$ cat src/rtl/mem_arbiter.sv
// mem_arbiter: round-robin arbiter sharing one slow memory between I-cache and D-cache ports
module mem_arbiter #(
  parameter int ADDR_W = 28,
  parameter int DATA_W = 128
) (
  input  logic              clk,
  input  logic              rst,
  input  logic              I_read,
  input  logic              I_write,
  input  logic [ADDR_W-1:0] I_addr,
  input  logic [DATA_W-1:0] I_wdata,
  output logic [DATA_W-1:0] I_rdata,
  output logic              I_ready,
  input  logic              D_read,
  input  logic              D_write,
  input  logic [ADDR_W-1:0] D_addr,
  input  logic [DATA_W-1:0] D_wdata,
  output logic [DATA_W-1:0] D_rdata,
  output logic              D_ready,
  output logic              mem_read,
  output logic              mem_write,
  output logic [ADDR_W-1:0] mem_addr,
  output logic [DATA_W-1:0] mem_wdata,
  input  logic [DATA_W-1:0] mem_rdata,
  input  logic              mem_ready,
  output logic              grant_I,
  output logic              grant_D,
  output logic              proto_err
);
  typedef enum logic [1:0] {IDLE, BUSY_I, BUSY_D, RELEASE} state_t;
  state_t state, state_nxt;
  logic last_d, i_req, d_req, any_req, pick_d, sel_read, sel_write;
  always_comb begin
    i_req = I_read | I_write;
    d_req = D_read | D_write;
    any_req = i_req | d_req;
    pick_d = d_req & (~i_req | ~last_d);
    sel_read = pick_d ? D_read : I_read;
    sel_write = pick_d ? D_write : I_write;
    state_nxt = state;
    if (state == IDLE)
      state_nxt = any_req ? (pick_d ? BUSY_D : BUSY_I) : IDLE;
    else if (state == RELEASE)
      state_nxt = IDLE;
    else if (mem_ready)
      state_nxt = RELEASE;
  end
  always_ff @(posedge clk or posedge rst)
    if (rst) state <= IDLE;
    else state <= state_nxt;
  always_ff @(posedge clk or posedge rst) begin
    if (rst) begin
      mem_read <= 1'b0;
      mem_write <= 1'b0;
      mem_addr <= '0;
      mem_wdata <= '0;
      proto_err <= 1'b0;
      last_d <= 1'b0;
    end else if (state == IDLE && any_req) begin
      mem_addr <= pick_d ? D_addr : I_addr;
      mem_wdata <= pick_d ? D_wdata : I_wdata;
      mem_write <= sel_write;
      mem_read <= sel_read & ~sel_write;
      proto_err <= proto_err | (sel_read & sel_write);
      last_d <= pick_d;
    end else if ((state == BUSY_I || state == BUSY_D) && mem_ready) begin
      mem_read <= 1'b0;
      mem_write <= 1'b0;
    end
  end
  assign grant_I = state == BUSY_I;
  assign grant_D = state == BUSY_D;
  assign I_ready = grant_I & mem_ready;
  assign D_ready = grant_D & mem_ready;
  assign I_rdata = I_ready ? mem_rdata : '0;
  assign D_rdata = D_ready ? mem_rdata : '0;
endmodule

$ cat config.mk
export PLATFORM = sky130hd
export DESIGN_NAME = mem_arbiter
export DESIGN_NICKNAME = d
export VERILOG_FILES = /design/src/rtl/mem_arbiter.sv
export SDC_FILE = /design/constraint.sdc
export NUM_CORES = 1
export LEC_CHECK = 0
export ABC_AREA = 1
export BUFFER_PORTS_ARGS = -buffer_cell sky130_fd_sc_hd__buf_2
export CAP_MARGIN = 20
export CORE_AREA = 5 5 331 333
export DETAILED_ROUTE_END_ITERATION = 7
export DIE_AREA = 0 0 336 338
export PLACE_DENSITY = 0.3
export SETUP_SLACK_MARGIN = 0.05
export SLEW_MARGIN = 0
export SYNTH_ARGS = -nofsm -noshare
export SYNTH_HDL_FRONTEND = slang
export SYNTH_SLANG_ARGS = --single-unit
$ cat constraint.sdc
create_clock -name clk -period 4.7 [get_ports clk]
set_input_delay 0.47 -clock clk [delete_from_list [all_inputs] [get_ports clk]]
set_output_delay 0.47 -clock clk [all_outputs]
set_load 0.03 [all_outputs]
Word-level counts from Yosys, hierarchy flattened

Cells that the tools add are included.

Register bits after elaboration: 162
Input bits: 447
Output and inout bits: 419
Logic and storage cells: 43

Equal/unequal tests: 3
Mux-type cells: 14
Bitwise operators: 13
Reduce and logical (&&, ||, !) cells: 6

Operators by type and width:

| operator           | count |
|---|---|
| $mux 128           | 3 |
| $mux 28            | 1 |
| $mux 2             | 5 |
| $and 1x1->1        | 5 |
| $mux 1             | 5 |
| $or 1x1->1         | 5 |
| $eq 2x2->1 const B | 2 |
| $not 1->1          | 3 |
| $reduce_bool 3->1  | 1 |
| $eq 2x1->1 const B | 1 |
| $logic_and 1x1->1  | 2 |
| $logic_not 2->1    | 1 |
| $reduce_bool 2->1  | 1 |
| $logic_or 1x1->1   | 1 |

Logic depth before layout (Yosys ltp)

Word-level depth: 8
Mapped depth: 8
Depth with buffers taken out: 7

Worst setup path after synthesis

No wires, ideal clock.

Kind: reg-to-output
Start point: register state[0]
End point: output D_rdata[112]
Data arrival time: 1.762 ns
Data required time: 4.230 ns
Setup slack: 2.468 ns
Stages on the path, launching flop included: 7
Path buffers: 2
Path through: dfrtp_1 -> inv_1 -> ha_1 -> nand2_1 -> clkbuf_1 -> buf_1 -> nor2_1

Word-level cells in the longest chain between the ends: 3

Ends and longest elaborated chain:

| item                     | line | RTL |
|---|---|---|
| start: declaration       | 31   | `state_t state, state_nxt;` |
| start signal: assignment | 50   | `else state <= state_nxt;` |
| $eq 2x2->1               | 72   | `assign grant_D = state == BUSY_D;` |
| via grant_D              | 27   | `output logic grant_D,` |
| $and 1x1->1              | 74   | `assign D_ready = grant_D & mem_ready;` |
| $mux 128                 | 76   | `assign D_rdata = D_ready ? mem_rdata : '0;` |
| end: declaration         | 18   | `output logic [DATA_W-1:0] D_rdata,` |

The timed path passes the listed nets, and every way through them passes these cells.

Worst setup path after layout

Start point: register state[1]
End point: output I_rdata[96]

Word-level cells in the longest chain between the ends: 3

Ends and longest elaborated chain:

| item             | line | RTL |
|---|---|---|
| $eq 2x1->1       | 71   | `assign grant_I = state == BUSY_I;` |
| $and 1x1->1      | 73   | `assign I_ready = grant_I & mem_ready;` |
| $mux 128         | 75   | `assign I_rdata = I_ready ? mem_rdata : '0;` |
| end: declaration | 12   | `output logic [DATA_W-1:0] I_rdata,` |

No other way between the ends.

==> impl_results.rst <==
.. list-table::
   :header-rows: 1

   * - Metric
     - Value
   * - X dimension of the die
     - 336 um
   * - Clock sinks
     - 162
   * - Net count of the mapped netlist
     - 1762
   * - Number of nets in the layout
     - 2566
   * - Layout Cell Area excl Fill
     - 0.0154 sq mm
   * - Placeable core region
     - 0.106 sq mm
   * - Cell count after synthesis
     - 1311
   * - Proportion of netlist area held by the largest area contributor
     - 45.6%
   * - Slowest stage cell, crit path
     - sky130_fd_sc_hd__nand2_4
   * - Global-route usage over all layers
     - 14.0%
   * - Clock latency on the worst-skew pair
     - 0.51 ns
   * - Final cycle utilization of the critical path
     - 67.4%
   * - P&R area growth vs syn
     - 73.4%
   * - Dominant synthesized flop cell
     - sky130_fd_sc_hd__dfrtp_1
   * - Source of the worst register-to-register timing path
     - state[0]
   * - Reg2reg path depth
     - 7
   * - # hold bufs at CTS
     - 0
   * - Crit path kind
     - reg2out
   * - Number of violations reported at the end of detailed-routing iteration 0
     - 531
   * - Worst clock skew
     - 0.0304 ns
   * - Total Routed Length
     - 84200 um
   * - Top cell type by total area after synthesis
     - sky130_fd_sc_hd__dfrtp_1
   * - Post-synthesis cell type count
     - 15
   * - First-pass DRT Iterations
     - 5
   * - Area of the multi-input gates
     - 0.00392 sq mm
   * - End-of-flow core utilization
     - 14.5%
   * - Status
     - finished clean
   * - Min-Delay Path Class
     - in2async
   * - Starting density of the core
     - 8.37%
   * - Clock period minus worst slack
     - 3.17 ns
   * - H-tree levels
     - 4
   * - Most numerous cell in the Yosys netlist
     - sky130_fd_sc_hd__nor2_1
   * - Area contributors post-synth
     - sky130_fd_sc_hd__dfrtp_1 46%, sky130_fd_sc_hd__a21oi_1 18%, sky130_fd_sc_hd__nor2_1 18%
   * - Avg Cell Area, Syn
     - 6.78 sq um
   * - Type of origin of the critical path
     - register
   * - Category of cells accounting for the largest share of critical-path delay
     - buffers and inverters
   * - CTS root buffer
     - sky130_fd_sc_hd__clkbuf_16
   * - # DRC
     - 0
   * - Number of synthesized register bits
     - 162
   * - Wire length of the first global-routing pass
     - 108000 um
   * - Fin worst setup slack
     - 1.53 ns
   * - RD Place Congestion
     - 0.893
   * - Top cells by count, synth
     - 415 x sky130_fd_sc_hd__nor2_1, 312 x sky130_fd_sc_hd__a21oi_1, 175 x sky130_fd_sc_hd__nand2_1
   * - Antenna viol nets, final
     - 0
   * - Share of cells above drive strength 1
     - 43.3%
   * - Cell Area, Placed
     - 0.0148 sq mm
   * - Max-Slew Margin vs Limit
     - 42.0%
   * - Transition time at the pin with the least slew margin
     - 0.869 ns
   * - Final setup violation count
     - 0
   * - Count of max-cap constraint violations
     - 0
   * - Die Area
     - 0.114 sq mm
   * - Worst reg2reg path endpoint
     - mem_wdata[64]
   * - Post-synth ARST share
     - 100%
   * - Final slew viol count
     - 0
   * - Peak supply drop
     - 0.000325 V
   * - Unrepaired setup endpoints after global routing
     - no
   * - CTS tree
     - yes
   * - Signal arrival time at the worst endpoint
     - 2.70 ns
   * - Achievable frequency
     - 316 MHz
   * - Io pins
     - 866
   * - CTS Buffer Depth
     - 2
   * - Via density per instance
     - 3.44
   * - Count of flip-flops with a built-in enable after synthesis
     - 0
   * - Clock slew seen by the registers of the worst setup and hold paths
     - 0.10 ns
   * - Number of resized instances in the post-cts repair step
     - 0
   * - Number of failing hold endpoints at the final stage
     - 0
   * - Number of buffers added for setup after CTS
     - 0
   * - Critical Path RT
     - 4.23 ns
   * - Beginning of the critical path
     - state[1]
   * - Footprint of the flip-flops and latches
     - 0.00405 sq mm
   * - Power density normalized to cell area
     - 698 mW/mm^2
   * - HPWL reported at the end of detailed placement
     - 71100 um
   * - Hold Worst Slack
     - 0.130 ns
   * - Worst setup slack for register-to-register paths
     - 1.87 ns
   * - Std-Cell Rows
     - 120
   * - Filler cell count in the final layout
     - 12.6k
   * - Max Fanout on Critical Path
     - 73
   * - Buf/Inv on CP
     - 3
   * - Total number of vias
     - 12.2k
   * - Number of antenna violations at the first check in global routing
     - 68
   * - GR Overflow Total
     - 0
   * - Via count of the first global-routing pass
     - 12.4k
   * - Number of I/O port buffers
     - 865
   * - Sort of element at the end of the critical path
     - output port
   * - Number of buffers created by CTS
     - 17
   * - Post-detailed-route wirelength per cell
     - 23.8 um
   * - Pin count of the biggest net entering global routing
     - 91
   * - Number of warnings reported in the yosys synthesis log
     - 0
   * - Worst-case setup slack after placement
     - 1.69 ns
   * - Area of the mapped netlist
     - 0.00889 sq mm
   * - Height of the die
     - 338 um
   * - Register area share after synthesis
     - 45.6%
   * - Leak pwr
     - 8.53 nW
   * - Cell chain of the critical path
     - inv_1, ha_1, nand2_4, buf_4, nor2_1, buf_2
   * - CP peak stage delay
     - 0.60 ns
   * - Sum of negative setup slack
     - 0 ns
==> cell type report <==
type / count / share of cell area, %
clock buffers: 17 / 2.76
inverters: 138 / 3.45
flip-flops and latches: 162 / 26.3
well taps: 1403 / 11.4
diodes: 10 / 0.162
repair buffers: 881 / 29.3
multi-input cells: 915 / 25.4
clock inverters: 15 / 1.19
==> metrics by stage <==
step / std cells / power [mW]
5_1_grt: 3535 / 11.5
6_report: 3541 / 10.8
3_5_place_dp: 3499 / 9.45
2_1_floorplan: 1311 / 6.65
3_3_place_gp: 3499 / 9.48
4_1_cts: 3531 / 11.1
==> flip-flops by register name, indices dropped and copies added, names as in the netlist <==
name and count:
mem_write 1, proto_err 1, mem_wdata 128, last_d 1, state 2, mem_addr 28, mem_read 1
==> cell families after synthesis <==
| group | after synthesis | share of synthesized area [%] |
|---|---|---|
| simple gates | 595 | 25.2 |
| compound gates | 316 | 17.8 |
| buf+inv | 234 | 10.8 |
| flops | 162 | 45.6 |
| fa+ha+maj | 4 | 0.563 |
==> cell usage in the layout (no fill, tap or decap) <==
master,count
sky130_fd_sc_hd__clkinv_2,1
sky130_fd_sc_hd__nand2_4,2
sky130_fd_sc_hd__bufinv_16,1
sky130_fd_sc_hd__nor2_1,415
sky130_fd_sc_hd__clkinv_4,3
sky130_fd_sc_hd__nand2_1,173
sky130_fd_sc_hd__ha_1,4
sky130_fd_sc_hd__inv_6,4
sky130_fd_sc_hd__diode_2,10
sky130_fd_sc_hd__o21ai_2,1
sky130_fd_sc_hd__nand3_1,3
sky130_fd_sc_hd__a21oi_1,312
sky130_fd_sc_hd__clkinv_8,3
sky130_fd_sc_hd__clkinvlp_4,1
sky130_fd_sc_hd__buf_4,10
sky130_fd_sc_hd__buf_12,6
sky130_fd_sc_hd__nand2_8,2
sky130_fd_sc_hd__buf_2,865
sky130_fd_sc_hd__dfrtp_1,162
sky130_fd_sc_hd__inv_1,135
sky130_fd_sc_hd__inv_8,5
sky130_fd_sc_hd__clkbuf_16,17
sky130_fd_sc_hd__o21ai_0,3
==> power by group <==
part / switching [mW] / internal (mW)
Combinational: 5.03 / 1.65
Clock: 0.783 / 0.765
Sequential: 0.413 / 2.11
Total: 6.23 / 4.53
==> worst register-to-register path, delay by kind of cell (launching register included) <==
kind	cells	cell delay (ns)
and+or+nand+nor	2	0.42
adders and majority gates	1	0.40
buffers and inverters	3	1.37
DFF	1	0.42
AOI/OAI and AO/OA	1	0.13
==> worst max-delay path by stage <==
| stage | endpoint | cells after the start |
|---|---|---|
| global placement | mem_addr[0] | 7 |
| finish | I_rdata[96] | 6 |
| CTS | I_rdata[96] | 6 |
| detailed placement | mem_addr[0] | 7 |
| floorplan | last_d | 1 |
| global route | I_rdata[38] | 6 |
==> routing by layer <==
layer	up-vias	routed length, um	GRT usage, %
met4	32	2070	3.22
met5	-	203	0
met3	155	7640	5.82
met2	647	45100	27.1
li1	5687	-	-
met1	5667	29200	13.9
Power figures use the tool's default switching activity.
